**src/rtl/branch_predictor_bht_pkg.sv**
```systemverilog
`default_nettype none
// ============================================================================
//  Module      : branch_predictor_bht_pkg
//  Description : Shared constants, default parameters and helpers for the
//                combined BHT/BTB branch predictor.
//  Revision    : 1.0 - initial release
// ============================================================================
package branch_predictor_bht_pkg;

    localparam int          WORD        = 32;
    localparam logic [31:0] PC_INC      = 32'd4;

    localparam int          DEF_ENTRIES = 64;
    localparam int          DEF_CNT_W   = 2;
    localparam int          DEF_TAG_W   = 8;
    localparam int          DEF_MODE    = 0;
    localparam int          DEF_GHR_W   = 4;

    // Action taken on the table entry selected by an EX resolution.
    typedef enum logic [1:0] {
        UPD_NONE  = 2'd0,
        UPD_TRAIN = 2'd1,
        UPD_ALLOC = 2'd2,
        UPD_INVAL = 2'd3
    } upd_act_e;

    // Initial counter value on allocation: weak taken / weak not-taken.
    // Returned in a 4-bit container (the widest supported counter).
    function automatic logic [3:0] weak_cnt(input logic taken, input int cnt_w);
        int half;
        half = 1 << (cnt_w - 1);
        return taken ? 4'(half) : 4'(half - 1);
    endfunction

endpackage : branch_predictor_bht_pkg
`default_nettype wire

```
**src/rtl/branch_predictor_bht_sat_counter_update.sv**
```systemverilog
`default_nettype none
// ============================================================================
//  Module      : sat_counter_update
//  Description : Combinational saturating up/down counter step.
//  Ports       : cnt_i  current counter value
//                inc_i  1 = count up, 0 = count down
//                cnt_o  next counter value, clamped at 0 and 2^CNT_W-1
//  Revision    : 1.0 - initial release
// ============================================================================
module sat_counter_update #(
    parameter int CNT_W = 2
) (
    input  logic [CNT_W-1:0] cnt_i,
    input  logic             inc_i,
    output logic [CNT_W-1:0] cnt_o
);

    always_comb begin
        cnt_o = cnt_i;
        if (inc_i) begin
            if (cnt_i != {CNT_W{1'b1}}) cnt_o = cnt_i + 1'b1;
        end else begin
            if (cnt_i != '0) cnt_o = cnt_i - 1'b1;
        end
    end

endmodule : sat_counter_update
`default_nettype wire

```
**src/rtl/branch_predictor_bht.sv**
```systemverilog
`default_nettype none
// ============================================================================
//  Module      : branch_predictor_bht
//  Description : Direct-mapped combined BHT/BTB. Looked up with the IF0 PC,
//                prediction registered into IF1. Trained from EX resolution.
//                MODE=0 bimodal indexing, MODE=1 gshare indexing.
//  Ports       : clk, rst (async, active-high)
//                lookup_en_i/lookup_pc_i         IF0 lookup request
//                pred_taken_o/pred_target_o/pred_hit_o  IF1 prediction
//                upd_valid_i/upd_pc_i/upd_is_branch_i/upd_taken_i/
//                upd_target_i                    EX resolution
//  Revision    : 1.0 - initial release
// ============================================================================
module branch_predictor_bht
    import branch_predictor_bht_pkg::*;
#(
    parameter int ENTRIES = DEF_ENTRIES,
    parameter int CNT_W   = DEF_CNT_W,
    parameter int TAG_W   = DEF_TAG_W,
    parameter int MODE    = DEF_MODE,
    parameter int GHR_W   = DEF_GHR_W
) (
    input  logic            clk,
    input  logic            rst,
    input  logic            lookup_en_i,
    input  logic [WORD-1:0] lookup_pc_i,
    output logic            pred_taken_o,
    output logic [WORD-1:0] pred_target_o,
    output logic            pred_hit_o,
    input  logic            upd_valid_i,
    input  logic [WORD-1:0] upd_pc_i,
    input  logic            upd_is_branch_i,
    input  logic            upd_taken_i,
    input  logic [WORD-1:0] upd_target_i
);

    localparam int IDX_W = $clog2(ENTRIES);

    // ------------------------------------------------------------------
    // Table storage. Only the valid bits are reset; every read of the
    // other arrays is qualified by valid so their power-up contents never
    // reach the outputs.
    // ------------------------------------------------------------------
    logic             valid_q [ENTRIES];
    logic [CNT_W-1:0] cnt_q   [ENTRIES];
    logic [TAG_W-1:0] tag_q   [ENTRIES];
    logic [WORD-1:0]  tgt_q   [ENTRIES];

    logic [IDX_W-1:0] ghr_ext;

    // ------------------------------------------------------------------
    // Global history (gshare only)
    // ------------------------------------------------------------------
    generate
        if (MODE == 1) begin : g_gshare
            logic [GHR_W-1:0] ghr_q;
            logic [GHR_W-1:0] ghr_d;

            if (GHR_W == 1) begin : g_ghr_one
                assign ghr_d = upd_taken_i;
            end else begin : g_ghr_shift
                assign ghr_d = {ghr_q[GHR_W-2:0], upd_taken_i};
            end

            always_ff @(posedge clk or posedge rst) begin
                if (rst) begin
                    ghr_q <= '0;
                end else if (upd_valid_i && upd_is_branch_i) begin
                    ghr_q <= ghr_d;
                end
            end

            assign ghr_ext = IDX_W'(ghr_q);
        end else begin : g_bimodal
            assign ghr_ext = '0;
        end
    endgenerate

    // ------------------------------------------------------------------
    // Index / tag formation. Both ports use the GHR value held before any
    // update of this cycle.
    // ------------------------------------------------------------------
    logic [IDX_W-1:0] lk_idx, up_idx;
    logic [TAG_W-1:0] lk_tag, up_tag;

    assign lk_idx = lookup_pc_i[IDX_W+1:2] ^ ghr_ext;
    assign up_idx = upd_pc_i[IDX_W+1:2]    ^ ghr_ext;
    assign lk_tag = lookup_pc_i[IDX_W+2 +: TAG_W];
    assign up_tag = upd_pc_i[IDX_W+2 +: TAG_W];

    // ------------------------------------------------------------------
    // Lookup path (reads pre-update contents; no bypass)
    // ------------------------------------------------------------------
    logic            lk_hit;
    logic            lk_taken;
    logic [WORD-1:0] lk_target;

    assign lk_hit    = valid_q[lk_idx] && (tag_q[lk_idx] == lk_tag);
    assign lk_taken  = lk_hit && cnt_q[lk_idx][CNT_W-1];
    assign lk_target = lk_taken ? tgt_q[lk_idx] : (lookup_pc_i + PC_INC);

    logic            pred_taken_q;
    logic            pred_hit_q;
    logic [WORD-1:0] pred_target_q;

    always_ff @(posedge clk or posedge rst) begin
        if (rst) begin
            pred_taken_q  <= 1'b0;
            pred_hit_q    <= 1'b0;
            pred_target_q <= '0;
        end else if (lookup_en_i) begin
            pred_taken_q  <= lk_taken;
            pred_hit_q    <= lk_hit;
            pred_target_q <= lk_target;
        end
    end

    assign pred_taken_o  = pred_taken_q;
    assign pred_hit_o    = pred_hit_q;
    assign pred_target_o = pred_target_q;

    // ------------------------------------------------------------------
    // Update path
    // ------------------------------------------------------------------
    logic             up_hit;
    upd_act_e         up_act;
    logic [CNT_W-1:0] cnt_step;
    logic [3:0]       cnt_weak;

    assign up_hit   = valid_q[up_idx] && (tag_q[up_idx] == up_tag);
    assign cnt_weak = weak_cnt(upd_taken_i, CNT_W);

    always_comb begin
        up_act = UPD_NONE;
        if (upd_valid_i) begin
            if (upd_is_branch_i) begin
                up_act = up_hit ? UPD_TRAIN : UPD_ALLOC;
            end else if (up_hit) begin
                // A non-branch matching an entry means that entry aliases
                // onto straight-line code: drop it.
                up_act = UPD_INVAL;
            end
        end
    end

    sat_counter_update #(
        .CNT_W (CNT_W)
    ) u_sat (
        .cnt_i (cnt_q[up_idx]),
        .inc_i (upd_taken_i),
        .cnt_o (cnt_step)
    );

    always_ff @(posedge clk or posedge rst) begin
        if (rst) begin
            for (int i = 0; i < ENTRIES; i++) begin
                valid_q[i] <= 1'b0;
            end
        end else begin
            case (up_act)
                UPD_ALLOC: valid_q[up_idx] <= 1'b1;
                UPD_INVAL: valid_q[up_idx] <= 1'b0;
                default:   ;
            endcase
        end
    end

    // Data arrays carry no reset; a write racing with reset is harmless
    // because the entry's valid bit is held clear.
    always_ff @(posedge clk) begin
        case (up_act)
            UPD_TRAIN: begin
                cnt_q[up_idx] <= cnt_step;
                if (upd_taken_i) tgt_q[up_idx] <= upd_target_i;
            end
            UPD_ALLOC: begin
                cnt_q[up_idx] <= cnt_weak[CNT_W-1:0];
                tag_q[up_idx] <= up_tag;
                tgt_q[up_idx] <= upd_target_i;
            end
            default: ;
        endcase
    end

endmodule : branch_predictor_bht
`default_nettype wire

```
**config.mk**
```make
export PLATFORM = sky130hd
export DESIGN_NAME = branch_predictor_bht
export DESIGN_NICKNAME = d
export VERILOG_FILES = /design/src/rtl/branch_predictor_bht_pkg.sv /design/src/rtl/branch_predictor_bht_sat_counter_update.sv /design/src/rtl/branch_predictor_bht.sv
export SDC_FILE = /design/constraint.sdc
export NUM_CORES = 2
export LEC_CHECK = 0
export ABC_AREA = 1
export CAP_MARGIN = 5
export CORE_MARGIN = 3
export CORE_UTILIZATION = 45
export DETAILED_ROUTE_END_ITERATION = 8
export HOLD_SLACK_MARGIN = 0.1
export PLACE_DENSITY = 0.61
export SYNTH_ARGS = -nofsm -noshare
export SYNTH_HDL_FRONTEND = slang
export SYNTH_SLANG_ARGS = --single-unit
export TNS_END_PERCENT = 5
```
**constraint.sdc**
```tcl
create_clock -name clk -period 4.2 [get_ports clk]
set_clock_uncertainty 0.05 [all_clocks]
set_input_delay 0.84 -clock clk [delete_from_list [all_inputs] [get_ports clk]]
set_output_delay 0.84 -clock clk [all_outputs]
set_load 0.05 [all_outputs]
```
# Word level (Yosys, flattened, before mapping)
# Memories as Yosys holds them, arrays and structs flattened.
# Cells that the tools add are included.
[totals]
regBits = 98
mem_bits_rw = 2688
inputBits = 102
output_inout_bits = 34
memories = 3
[memory_table]
columns = ["memory", "words", "word_bits", "read_ports", "rd_clocked_by_memory_dff", "wr", "line_no", "rtl"]
rows = [
  ["tgt_q", 64, 32, 1, 0, 1, "branch_predictor_bht.sv:47", "logic [WORD-1:0] tgt_q [ENTRIES];"],
  ["tag_q", 64, 8, 2, 0, 1, "branch_predictor_bht.sv:46", "logic [TAG_W-1:0] tag_q [ENTRIES];"],
  ["cnt_q", 64, 2, 2, 0, 1, "branch_predictor_bht.sv:45", "logic [CNT_W-1:0] cnt_q [ENTRIES];"],
]
[op_classes]
add_sub_neg = 3
magnitude_cmp = 3
n_eq_ne = 6
n_mux = 27
bitwise = 7
reduce_logical = 6
[ops]
columns = ["op", "count"]
rows = [
  ["case mux 64 bit (2 select lines)", 1],
  ["AND 64 bit", 1],
  ["two-way mux 32 bit", 2],
  ["NOT 64 bit", 1],
  ["bitwise OR 64 bit", 1],
  ["adder 32 x 3 -> 32 bit (second input constant)", 1],
  ["two-way mux 2 bit", 9],
  ["equality test 8 bit", 2],
  ["greater-or-equal comparator 7 bit (second input constant)", 2],
  ["NOT 6 -> 7 bit", 2],
  ["binary-select mux 1 bit (select 6 bit)", 2],
  ["two-way mux 1 bit", 12],
  ["less-than comparator 7 x 1 -> 1 bit (second input constant)", 1],
  ["demux 1 bit (select 6 bit)", 1],
  ["equality test 2 bit (second input constant)", 2],
  ["logical AND 1 bit", 4],
  ["nonzero test 2 bit", 2],
  ["adder 2 x 1 -> 2 bit (second input constant)", 1],
  ["equality test 2 x 1 -> 1 bit (second input constant)", 1],
  ["!= test 2 bit (second input constant)", 1],
  ["bitwise OR 1 bit", 2],
  ["subtractor 2 x 1 -> 2 bit (second input constant)", 1],
]

# Logic depth before layout (Yosys ltp)
[depth]
depth_word = 12
depth_mapped = 26

# Cells and area by module
# A second synthesis with hierarchy kept.
[unflattened]
cells_unflattened = 10749
area_unflattened_um2 = 119459.6
[by_module_without_submodules]
columns = ["module", "instances", "cells_each", "area_per_inst_um2", "seq_area_each_um2"]
rows = [
  ["branch_predictor_bht", 1, 10743, 119434.5, 83169.8],
  ["sat_counter_update", 1, 6, 25.0, 0.0],
]

# Worst setup path after synthesis
# No wires, ideal clock.
[synth_path]
kind = "input to register"
startpoint = "input upd_pc_i[3]"
endpoint = "memory cnt_q[0][1] (data pin)"
setup_time_ns = 0.702
arrival_time_ns = 4.860
required_time_ns = 3.448
setup_slack_ns = -1.412
path_stages = 20
path_cell_list = "buf_2 > inv_1 > buf_2 > clkbuf_1 > nand2_1 > nand2_1 > nand2_1 > nand2_1 > nand2_1 > nand2_1 > nor2_1 > nand2_1 > nand2_1 > nand2_1 > inv_1 > nand2_1 > nor2_2 > nand3_4 > nand2_1 > o21ai_0"
[synth_via]
elab_chain_cells = 12
elab_cells_between_ends = 23
[synth_rtl]
columns = ["item", "line_no", "rtl"]
rows = [
  ["start, declared", "branch_predictor_bht.sv:31", "input logic [WORD-1:0] upd_pc_i,"],
  ["branches (longest 11 deep; another with memory read (64 x 8 bit))", "--", ""],
  ["two-way mux 2 bit (no source line) *", "--", ""],
  ["end, declared", "branch_predictor_bht.sv:45", ""],
]
# Mark *: on every way between the ends. The select of a mux whose other input is x is not followed.

# Worst setup path in the final report
[layout_path]
startpoint = "input lookup_pc_i[5]"
endpoint = "register pred_target_q[20] (netlist: pred_target_o[20])"
[layout_via]
elab_chain_cells = 7
elab_cells_between_ends = 12
[layout_rtl]
columns = ["item", "line_no", "rtl"]
rows = [
  ["start, declared", "branch_predictor_bht.sv:26", "input logic [WORD-1:0] lookup_pc_i,"],
  ["branches (longest 6 deep; another with memory read (64 x 8 bit))", "--", ""],
  ["two-way mux 32 bit *", "branch_predictor_bht.sv:100", "assign lk_target = lk_taken ? tgt_q[lk_idx] : (lookup_pc_i + PC_INC);"],
  ["end signal, assigned", "branch_predictor_bht.sv:114", "pred_target_q <= lk_target;"],
  ["end, declared", "branch_predictor_bht.sv:104", "logic [WORD-1:0] pred_target_q;"],
]
# Marks and branches as above.
# A chain may end at the register's enable or synchronous reset.

==> impl_metrics.toml <==
[logic_synthesis]
synth.area.top_cells = "edfxtp_1, nand2_1, o21ai_0"
synth_top_cell_area_share_pct = 67.63
syn-num-nets = 10930
synth_top_flop_cell = "edfxtp_1"
yosys_register_bits = 2786
ys_seq_area_share_pct = 69.68
synth_edf_count = 2688
avgSynthCellArea_um2 = 11.02
yosys_warnings = 0
synth_top_cell_by_area = "edfxtp_1"
syn_area_um2 = 119400
synthDistinctLibCells = 42
async_reset_ff_share_pct = 3.518
synthCells = 10830

[place]
place_area_um2 = 130500
dp_hpwl_um = 254800
place_congestion = 0.9579
dp_cells = 14450
port_buffers = 117

[cells_and_area]
finalNonFillerCells = 14990
nNetsFinal = 11340
drive_gt1_share_pct = 11.34
layout_commonest_cell = "edfxtp_1"
layout_common_cells = "edfxtp_1, nand2_1, o21ai_0"
area_delta_synth_final_pct = 17.19
fin_area_um2 = 139900

[route]
route.detailed.wl_per_inst_um = 26.92
drc = 0
routed_wl_um = 403400
dr.pass1.iters = 8
drt-initial-drc-count = 12650
via_per_inst = 5.926
drtAntennaViolNets = 0
via_count = 88820

[timing]
hold_viol = 0
period_share_pct = 89.40
max_slew_margin_pct = 17.09
worst_pin_slew_ns = 1.244
rsz0062_at_grt = "false"
fin_setup_tns_ns = 0
finalCriticalPeriod_ns = 3.755
setup-violations-final = 0
maxSlewViolCount = 0
clock.fmax_mhz = 266.3

[setup_path]
path_delay_family = "buffers and inverters"
end_kind = "register"
cp_max_fo = 15
path_cells = "clkdlybuf4s50_1 > buf_12 > inv_8 > buf_4 > nand3_1 > nand2_1 > nand2_1 > nand2_1 > inv_1 > nand2_1 > nand2_1 > nand2_1 > nand2_1 > nor2_1 > buf_4 > inv_1 > nor2_4 > buf_12 > buf_4 > nand3_1 > nand2_1 > buf_12 > nand2_1 > nand2_1"
crit_path_top_delay_cell = "clkdlybuf4s50_1"
worstPathArrival_ns = 4.49
cp_slowest_stage_delay_ns = 0.45
r2r_setup_slack_ns = 0.86
r2r-end = "pred_target_o[20]"
crit_buf_inv = 10
path_common_cell = "nand2_1"
r2r_start = "tag_q[38][7]"
criticalPathCategory = "input port to register"
worstPathRequired_ns = 4.93
reg2regPathDepth = 23
cp_num_cells = 24
startpoint_type = "input port"

[die]
io_pins = 136
dieArea_um2 = 271500
rows = 188
die_h_um = 521.0
core_um2 = 263200
start_util_pct = 45.35
die_x_um = 521.0

[cts]
cts_max_path_buffers = 4
clock_latency_ns = 0.86
clock_sinks = 2786
hold_buffers = 0
cts_tree = "done"
cts_inserted_buffers = 305
ctsHtreeMaxLevel = 5
cts_setup_buffers = 0
cts-root-buf = "clkbuf_16"
ctsResizeCount = 0
clk_pin_slew_ns = 0.06

[outcome]
status = "complete, no violations"

[pwr]
p_leak_nw = 50.76
p_per_area_nw_per_um2 = 438.6
peakVddDrop_uv = 391.8

[global_route]
grt.met2_usage_pct = 45.31
antenna_found_initial = 30
grt_pass1_wl_um = 578400
busiest_layer = "met2"
grt_pass1_vias = 83880
overflow = 0
grt_max_degree = 164
globalRouteMet1Util_pct = 39.06
grt_use_met3_pct = 5.030
grt_usage_pct = 28.92

[min_path]
hold-path-endpoint = "tag_q[29][7]"
min_path_cells = 1
min_path_type = "input port to register"
min-delay-start = "upd_pc_i[15]"

[run]
maxCapViolations = 0
[stage by stage]
stage	hold slack [ns]	power [mW]	util [%]	setup slack [ns]
5_1_grt	0.2323	63.06	53.14	0.4874
3_5_place_dp	0.4089	36.30	49.58	-0.2681
4_1_cts	0.1842	61.56	53.13	0.6144
6_report	0.2405	61.35	53.14	0.4452
3_3_place_gp	0.4049	36.22	49.58	-0.3345
2_1_floorplan	0.3917	33.85	-	-0.02839
[cell families after synthesis]
kind of cell	share of synthesized area, %
AO/OA/AOI/OAI	11.17
buffers and inverters	4.270
XOR/XNOR	0.2055
adder cells (fa/ha/maj)	0.01048
AND/OR/NAND/NOR	14.67
flip-flops	69.68
[where the power goes]
group	total, mW	leakage (nW)	internal, mW	switching, mW
Sequential	30.8	25.4	30.7	0.112
Clock	25.5	4.55	14.7	10.9
Combinational	4.97	20.8	1.38	3.59
Total	61.3	50.8	46.8	14.6
[final cells by class]
cell class / count / area [µm²]
diodes: 9 / 22.52
flip-flops and latches: 2786 / 83170
multi-input cells: 6784 / 31180
inverters: 506 / 1946
clock buffers: 368 / 7931
well taps: 3515 / 4398
fillers: 22290 / 123300
repair buffers: 856 / 9836
clock inverters: 163 / 1401
[sequential cells by signal, indices dropped and copies added, names as in the netlist, named ones only]
signal	flops
pred_taken_o	1
tgt_q	2048
cnt_q	128
pred_hit_o	1
tag_q	512
pred_target_o	32
[worst max-delay path by stage]
stage	from	to	slack, ns
finish	lookup_pc_i[5]	pred_target_o[20]	0.45
global route	lookup_pc_i[5]	pred_target_o[20]	0.49
CTS	lookup_pc_i[5]	pred_target_o[20]	0.61
detailed placement	lookup_pc_i[5]	pred_target_o[20]	-0.27
global placement	lookup_pc_i[5]	pred_target_o[20]	-0.33
floorplan	upd_pc_i[4]	cnt_q[0][0]	-0.03
[cells in the mapped netlist, types with 25 or more instances]
cell type / instances
nand2_1: 2486
buf_2: 209
o21ai_0: 1415
inv_1: 494
a31oi_1: 26
clkbuf_1: 462
a21oi_1: 158
o211ai_1: 122
nor3_1: 57
o22ai_1: 323
nand3_1: 508
o221ai_1: 195
buf_1: 55
nor2_1: 1333
nand4_1: 33
buf_4: 25
dfrtp_1: 98
edfxtp_1: 2688
[metal layers]
metal,routed length (µm),up-vias
met5,70,-
met4,21960,12
met3,40130,892
met2,185600,4984
met1,155600,43780
li1,-,39150
Note: power is estimated with default switching activity, not from simulation.
